File: src/rtl/pcie_irq_gen.sv
// NVMe interrupt request responder: turns MSI / INTx set/clear levels into the
// PCIe core cfg_interrupt handshake. Optional request timeout: PCIE_IRQ_TIMEOUT_EN.
module pcie_irq_gen #(
    parameter int unsigned C_IRQ_TIMEOUT = 4096
) (
    input  logic       pcie_user_clk,
    input  logic       pcie_user_rst_n,
    input  logic       pcie_msi_irq_set,
    input  logic       pcie_legacy_irq_set,
    input  logic [8:0] pcie_irq_vector,
    input  logic       pcie_legacy_irq_clear,
    output logic       pcie_irq_done,
    output logic       cfg_interrupt,
    input  logic       cfg_interrupt_rdy,
    output logic       cfg_interrupt_assert,
    output logic [7:0] cfg_interrupt_di,
    input  logic       cfg_interrupt_msienable,
    input  logic [2:0] cfg_interrupt_mmenable,
    output logic       irq_intx_asserted,
    output logic       irq_timeout_err
);

    typedef enum logic [2:0] {
        S_IDLE,
        S_MSI_REQ,
        S_INTX_ASSERT,
        S_INTX_DEASSERT,
        S_DONE
    } state_t;

    state_t     state, state_nx;
    logic       timeout_hit;
    logic [3:0] vec_idx;
    logic [2:0] mm_eff;
    logic [5:0] alloc;
    logic [7:0] di_enc;

    function automatic logic is_req(input state_t s);
        return (s == S_MSI_REQ) || (s == S_INTX_ASSERT) || (s == S_INTX_DEASSERT);
    endfunction

    // Lowest set bit wins; vectors past the allocation collapse onto the last one.
    always_comb begin
        vec_idx = 4'd0;
        for (int i = 8; i >= 0; i--)
            if (pcie_irq_vector[i]) vec_idx = 4'(i);
        mm_eff = (cfg_interrupt_mmenable > 3'd5) ? 3'd5 : cfg_interrupt_mmenable;
        alloc  = 6'd1 << mm_eff;
        di_enc = ({2'b00, vec_idx} < alloc) ? {4'b0000, vec_idx} : {2'b00, alloc - 6'd1};
    end

    always_comb begin
        state_nx = state;
        case (state)
            S_IDLE: begin
                if (pcie_msi_irq_set)
                    state_nx = cfg_interrupt_msienable ? S_MSI_REQ : S_DONE;
                else if (pcie_legacy_irq_set)
                    state_nx = irq_intx_asserted ? S_DONE : S_INTX_ASSERT;
                else if (pcie_legacy_irq_clear && irq_intx_asserted)
                    state_nx = S_INTX_DEASSERT;
            end
            S_MSI_REQ, S_INTX_ASSERT:
                if (cfg_interrupt_rdy || timeout_hit) state_nx = S_DONE;
            S_INTX_DEASSERT:
                if (cfg_interrupt_rdy || timeout_hit) state_nx = S_IDLE;
            S_DONE:  state_nx = S_IDLE;
            default: state_nx = S_IDLE;
        endcase
    end

    always_ff @(posedge pcie_user_clk or negedge pcie_user_rst_n) begin
        if (!pcie_user_rst_n) begin
            state                <= S_IDLE;
            irq_intx_asserted    <= 1'b0;
            cfg_interrupt        <= 1'b0;
            cfg_interrupt_assert <= 1'b0;
            cfg_interrupt_di     <= 8'd0;
            pcie_irq_done        <= 1'b0;
        end else begin
            state                <= state_nx;
            cfg_interrupt        <= is_req(state_nx);
            cfg_interrupt_assert <= (state_nx == S_INTX_ASSERT);
            pcie_irq_done        <= (state_nx == S_DONE);
            if (state == S_INTX_ASSERT && cfg_interrupt_rdy)
                irq_intx_asserted <= 1'b1;
            else if (state == S_INTX_DEASSERT && cfg_interrupt_rdy)
                irq_intx_asserted <= 1'b0;
            // Vector is latched once on entry and held for the whole request.
            if (state_nx == S_MSI_REQ) begin
                if (state != S_MSI_REQ) cfg_interrupt_di <= di_enc;
            end else begin
                cfg_interrupt_di <= 8'd0;
            end
        end
    end

`ifdef PCIE_IRQ_TIMEOUT_EN
    logic [15:0] tmo_cnt;

    // Fires on the edge where the count would reach zero, so the request
    // stays up for exactly C_IRQ_TIMEOUT cycles.
    assign timeout_hit = !cfg_interrupt_rdy && (tmo_cnt <= 16'd1);

    always_ff @(posedge pcie_user_clk or negedge pcie_user_rst_n) begin
        if (!pcie_user_rst_n) begin
            tmo_cnt         <= 16'd0;
            irq_timeout_err <= 1'b0;
        end else begin
            if (is_req(state_nx) && state_nx != state)
                tmo_cnt <= 16'(C_IRQ_TIMEOUT);
            else if (is_req(state) && !cfg_interrupt_rdy && tmo_cnt != 16'd0)
                tmo_cnt <= tmo_cnt - 16'd1;
            if (is_req(state) && timeout_hit)
                irq_timeout_err <= 1'b1;
        end
    end
`else
    logic unused_timeout_param;

    assign unused_timeout_param = ^C_IRQ_TIMEOUT;
    assign timeout_hit          = 1'b0;
    assign irq_timeout_err      = 1'b0;
`endif

endmodule

File: config.mk
export PLATFORM = sky130hd
export DESIGN_NAME = pcie_irq_gen
export DESIGN_NICKNAME = d
export VERILOG_FILES = /design/src/rtl/pcie_irq_gen.sv
export SDC_FILE = /design/constraint.sdc
export NUM_CORES = 1
export LEC_CHECK = 0
export CORE_ASPECT_RATIO = 1.1
export CORE_UTILIZATION = 26
export DETAILED_ROUTE_END_ITERATION = 6
export GPL_TIMING_DRIVEN = 0
export MAX_ROUTING_LAYER = met4
export PLACE_DENSITY = 0.58
export REMOVE_ABC_BUFFERS = 1
export SLEW_MARGIN = 20
export SYNTH_ARGS = -nofsm -noshare
export SYNTH_HDL_FRONTEND = slang
export SYNTH_SLANG_ARGS = --single-unit
File: constraint.sdc
create_clock -name pcie_user_clk -period 1.5 [get_ports pcie_user_clk]
set_input_delay 0.225 -clock pcie_user_clk [delete_from_list [all_inputs] [get_ports pcie_user_clk]]
set_output_delay 0.225 -clock pcie_user_clk [all_outputs]
set_load 0.01 [all_outputs]
# Word-level counts from Yosys, hierarchy flattened
# Cells that the tools add are included.
# totals
regBits	15
in_bits	19
out_inout_bits	13
elab_cells	50
# classes
n_addsub	1
n_lt_le_gt_ge	2
eq_ne	9
n_shift	1
mux	23
reduce_logical	8
# ops
op	count
$mux 4	9
$mux 3	8
$mux 8	2
$eq 3x2->1 const B	4
$pmux 3 s3	1
$eq 3x1->1 const B	2
$lt 4x6->1	1
$mux 6	1
$shl 1x3->6 const A	1
$sub 6x1->6 const B	1
$eq 3x3->1 const B	1
$gt 3x3->1 const B	1
$logic_and 1x1->1	3
$logic_not 3->1	1
$ne 3x1->1 const B	1
$logic_or 1x1->1	2
$mux 1	2
$ne 2x1->1 const B	1
$reduce_bool 2->1	1
$reduce_or 2->1	1

# Depth between registers and ports, before layout
# logic_depth
word_depth	13
depth_mapped	8

# Worst setup path after synthesis
# OpenSTA, ideal clock, no wires.
# synth_path
kind	input-to-reg
from	input port pcie_irq_vector[5]
to	register cfg_interrupt_di[3]
t_arrival_ns	1.663
required_time_ns	1.378
slack_ns	-0.284
cell_stages	8
n_path_buf	0
cell_sequence	nor2_1 -> o21ai_0 -> a211oi_1 -> ha_1 -> o2111ai_1 -> and2_1 -> or2_1 -> a32o_1
# synth_between
elab_chain_cells	10
# synth_rtl
item	line	text
start: declaration	10	input logic [8:0] pcie_irq_vector,
$mux 4 (*) (6 in series)	46	if (pcie_irq_vector[i]) vec_idx = 4'(i);
$lt 4x6->1	49	di_enc = ({2'b00, vec_idx} < alloc) ? {4'b0000, vec_idx} : {2'b00, alloc - 6'd1};
$mux 6 (*)	49	
$mux 8 (*)	91	if (state != S_MSI_REQ) cfg_interrupt_di <= di_enc;
$mux 8 (*)	90	if (state_nx == S_MSI_REQ) begin
end signal: assignment	91	
end: declaration	16	output logic [7:0] cfg_interrupt_di,
# Every way passes the cells marked *; elsewhere a longest branch is shown, timed or not. The select of a mux whose other input is x is not followed.
# A chain may end at the register's enable or synchronous reset.

# Worst setup path after layout
# layout_path
from	input port pcie_irq_vector[3]
to	register cfg_interrupt_di[1]
# layout_between
elab_chain_cells	8
# layout_rtl
item	line
$mux 4 (*) (4 in series)	46
$lt 4x6->1	49
$mux 6 (*)	49
$mux 8 (*)	91
$mux 8 (*)	90
# Marks and branches as above.

==> qor.txt <==
DP HPWL: 1430 um
Cell Rows: 21
Pwr Total: 0.00123 W
Routed Antenna Nets: 0
Fin. Hold Viols: 0
Worst hold path type: input port to async pin
Critical-path maximum fanout: 4
CP max-delay cell: nor4_4
Post-synth ARST share: 100%
Fill count: 296
Top layer reached by signal wires: met4
Starting DRT DRC Count: 6
Critical path's top delay family: simple AND/OR/NAND/NOR gates
IO Port Bufs: 28
Initial antenna violation count: 0
First-pass GRT wire length: 3190 um
Synth warn: 0
Post-Syn Area per Cell: 8.98 um2
Switching part of the total: 35.5%
CP startpoint kind: input port
EDFF count, synth: 0
GRT overflow: 0
Slew HR: 59.2%
Final WS setup: -0.230 ns
Worst VDD drop: 0.000572 V
Register area: 325 um2
Post-synthesis cell count: 92
Power density over the cells: 946 nW/um2
CP Capture Type: register
Post-Syn Area: 826 um2
Worst Path Buf+Inv: 2
1st-pass router iterations: 2
Slew Limit Fails: 0
Metal2 WL: 1120 um
Reg2reg start: state[2]$_DFF_PN0_
Internal Power: 0.000794 W
Worst Skew: 0.00406 ns
Fmax: 578 MHz
CP max stage delay: 0.30 ns
P_leak: 0.564 nW
Reg power frac: 43.9%
Seq/Total Area, Yosys: 39.4%
Synth top area share: 39.4%
Gpl congestion: 0.747
CP Class: input port to register
Most frequent cell after synthesis: dfrtp_1
Height of the die: 61.1 um
GRT Resource Usage Total: 12.5%
Area occupied by multi-input gates: 568 um2
Minimum clock period: 1.73 ns
Status: complete, but fails checks
Slew @ Worst Pin: 0.610 ns
Failing checks: negative setup slack
IO Pins: 32
H-tree levels: 1
CTS Buf Count: 3
CTS root buf: clkbuf_4
Die ar.: 3410 um2
Sw Pwr: 0.000438 W
Top cells by area, synth: dfrtp_1 (39%), ha_1 (6.1%), nand2_1 (4.1%)
Synth area leader: dfrtp_1
Logic pwr share: 38.2%
Worst setup path start: pcie_irq_vector[3]
Routed wire length: 2110 um
Critical Path, Cell by Cell: buf_8, nor4_4, and3_4, ha_4, a21o_1, nand2_2, o2111a_2, buf_6, o211ai_1, o311ai_2
Vias after detailed routing: 812
Proportion of layout cells with a drive suffix above 1: 30.7%
Max Cap Viol: 0
Synth cell types: 40
Seq cells post-synth: 13
Net total in the final layout: 151
Data required time of the worst path: 1.68 ns
Met1 wire length: 915 um
Core area: 3020 um2
Met3 WL: 45 um
Clock Power Share: 17.9%
CTS tree: yes
Synth Flop Type: dfrtp_1
CTS clk-pin slew, worst paths: 0.08 ns
Tcrit/Tclk final: 115%
Number of diodes: 0
Clk sinks: 13
RSZ-0062 raised after global routing: true
Drc violations: 0
Largest net degree at the start of global routing: 14
Setup Viol. Count Final: 4
Clk buf depth: 2
Most frequent cells after synthesis: dfrtp_1 (13), nand2_1 (9), nor2_1 (7), a21oi_1 (5), nor3_1 (5)
Drt wl/cell: 13.1 um
Clk_lat worst skew: 0.27 ns
Die Width: 55.7 um
Critical Path AT: 1.91 ns
Vias per cell: 5.04
Vias in the first global route: 751
Initial Util: 27.3%
Setup_tns: -0.730 ns
P&R area growth vs syn: 57.7%
## logic make-up after synthesis
logic type / synth area share [%]
and+or+nand+nor: 24.5
AOI/OAI and AO/OA: 21.7
DFF: 39.4
buffers and inverters: 5.60
adders and majority gates: 6.06
other: 0.454
xor gates and xnor gates: 1.06
muxes: 1.21
## final timing paths
| check | to | slack, ns | depth (start not counted) |
|---|---|---|---|
| min reg2reg | cfg_interrupt_di[5]$_DFFE_PN0P_ | 0.49 | 1 |
| min in group pcie_user_clk | cfg_interrupt_di[0]$_DFFE_PN0P_ | 0.39 | 4 |
| min | cfg_interrupt$_DFF_PN0_ | 0.33 | 1 |
| max reg2reg | cfg_interrupt_di[1]$_DFFE_PN0P_ | 0.01 | 4 |
| max in group asynchronous | irq_intx_asserted$_DFFE_PN0P_ | 0.78 | 1 |
| max | cfg_interrupt_di[1]$_DFFE_PN0P_ | -0.23 | 10 |
## repair_timing
action,CTS,global route
hold buffers,0,0
gates resized for setup,57,10
setup endpoints to repair,4,7
pin swaps,12,1
setup buffers,5,1
## power by group through the flow
stage | sequential (W) | combinational, W | clock [W]
floorplan | 0.000550 | 0.000205 | 0
global placement | 0.000540 | 0.000434 | 0
detailed placement | 0.000539 | 0.000440 | 0
CTS | 0.000533 | 0.000462 | 0.000227
global route | 0.000561 | 0.000521 | 0.000234
finish | 0.000541 | 0.000471 | 0.000220
## final cells by class
type / count / share of cell area [%]
clock buffer: 4 / 2.02
timing repair buffer: 34 / 25.0
inverter: 4 / 1.15
multi-input combinational: 72 / 43.6
sequential: 13 / 25.0
tap: 34 / 3.27
## registers in the layout, indices dropped and copies added (netlist names)
register              count
pcie_irq_done             1
cfg_interrupt_di          6
cfg_interrupt             1
cfg_interrupt_assert      1
state                     3
irq_intx_asserted         1
## per-layer routing
layer	vias to the layer above	global-route usage [%]
li1	403	-
met1	396	14.5
met2	11	21.7
met3	2	2.10
met4	0	5.36
met5	-	-
## metrics by stage
stage	hold slack, ns	std cells	cell area, um2	utilization [%]	setup WS (ns)
6_report	0.328	161	1300	43.1	-0.230
5_1_grt	0.365	161	1300	43.1	-0.277
4_1_cts	0.349	160	1260	41.8	-0.187
3_5_place_dp	0.470	151	1120	37.2	-0.985
3_3_place_gp	0.467	151	1120	37.2	-0.998
2_1_floorplan	-0.0706	89	802	-	-0.284
## cells in the final DEF (no fill, tap or decap), drive strengths merged, types with 2 or more instances in the layout
master,n
o31ai,2
nand3b,2
nor2,8
ha,4
o21ai,6
a21oi,5
conb,3
a21o,2
clkbuf,4
buf,13
nor2b,2
nand2,9
dfrtp,13
and2,3
dlygate4sd2,4
nor3,5
nand2b,2
inv,3
nor4,2
clkdlybuf4s50,15
Note: power is estimated with default switching activity, not from simulation.
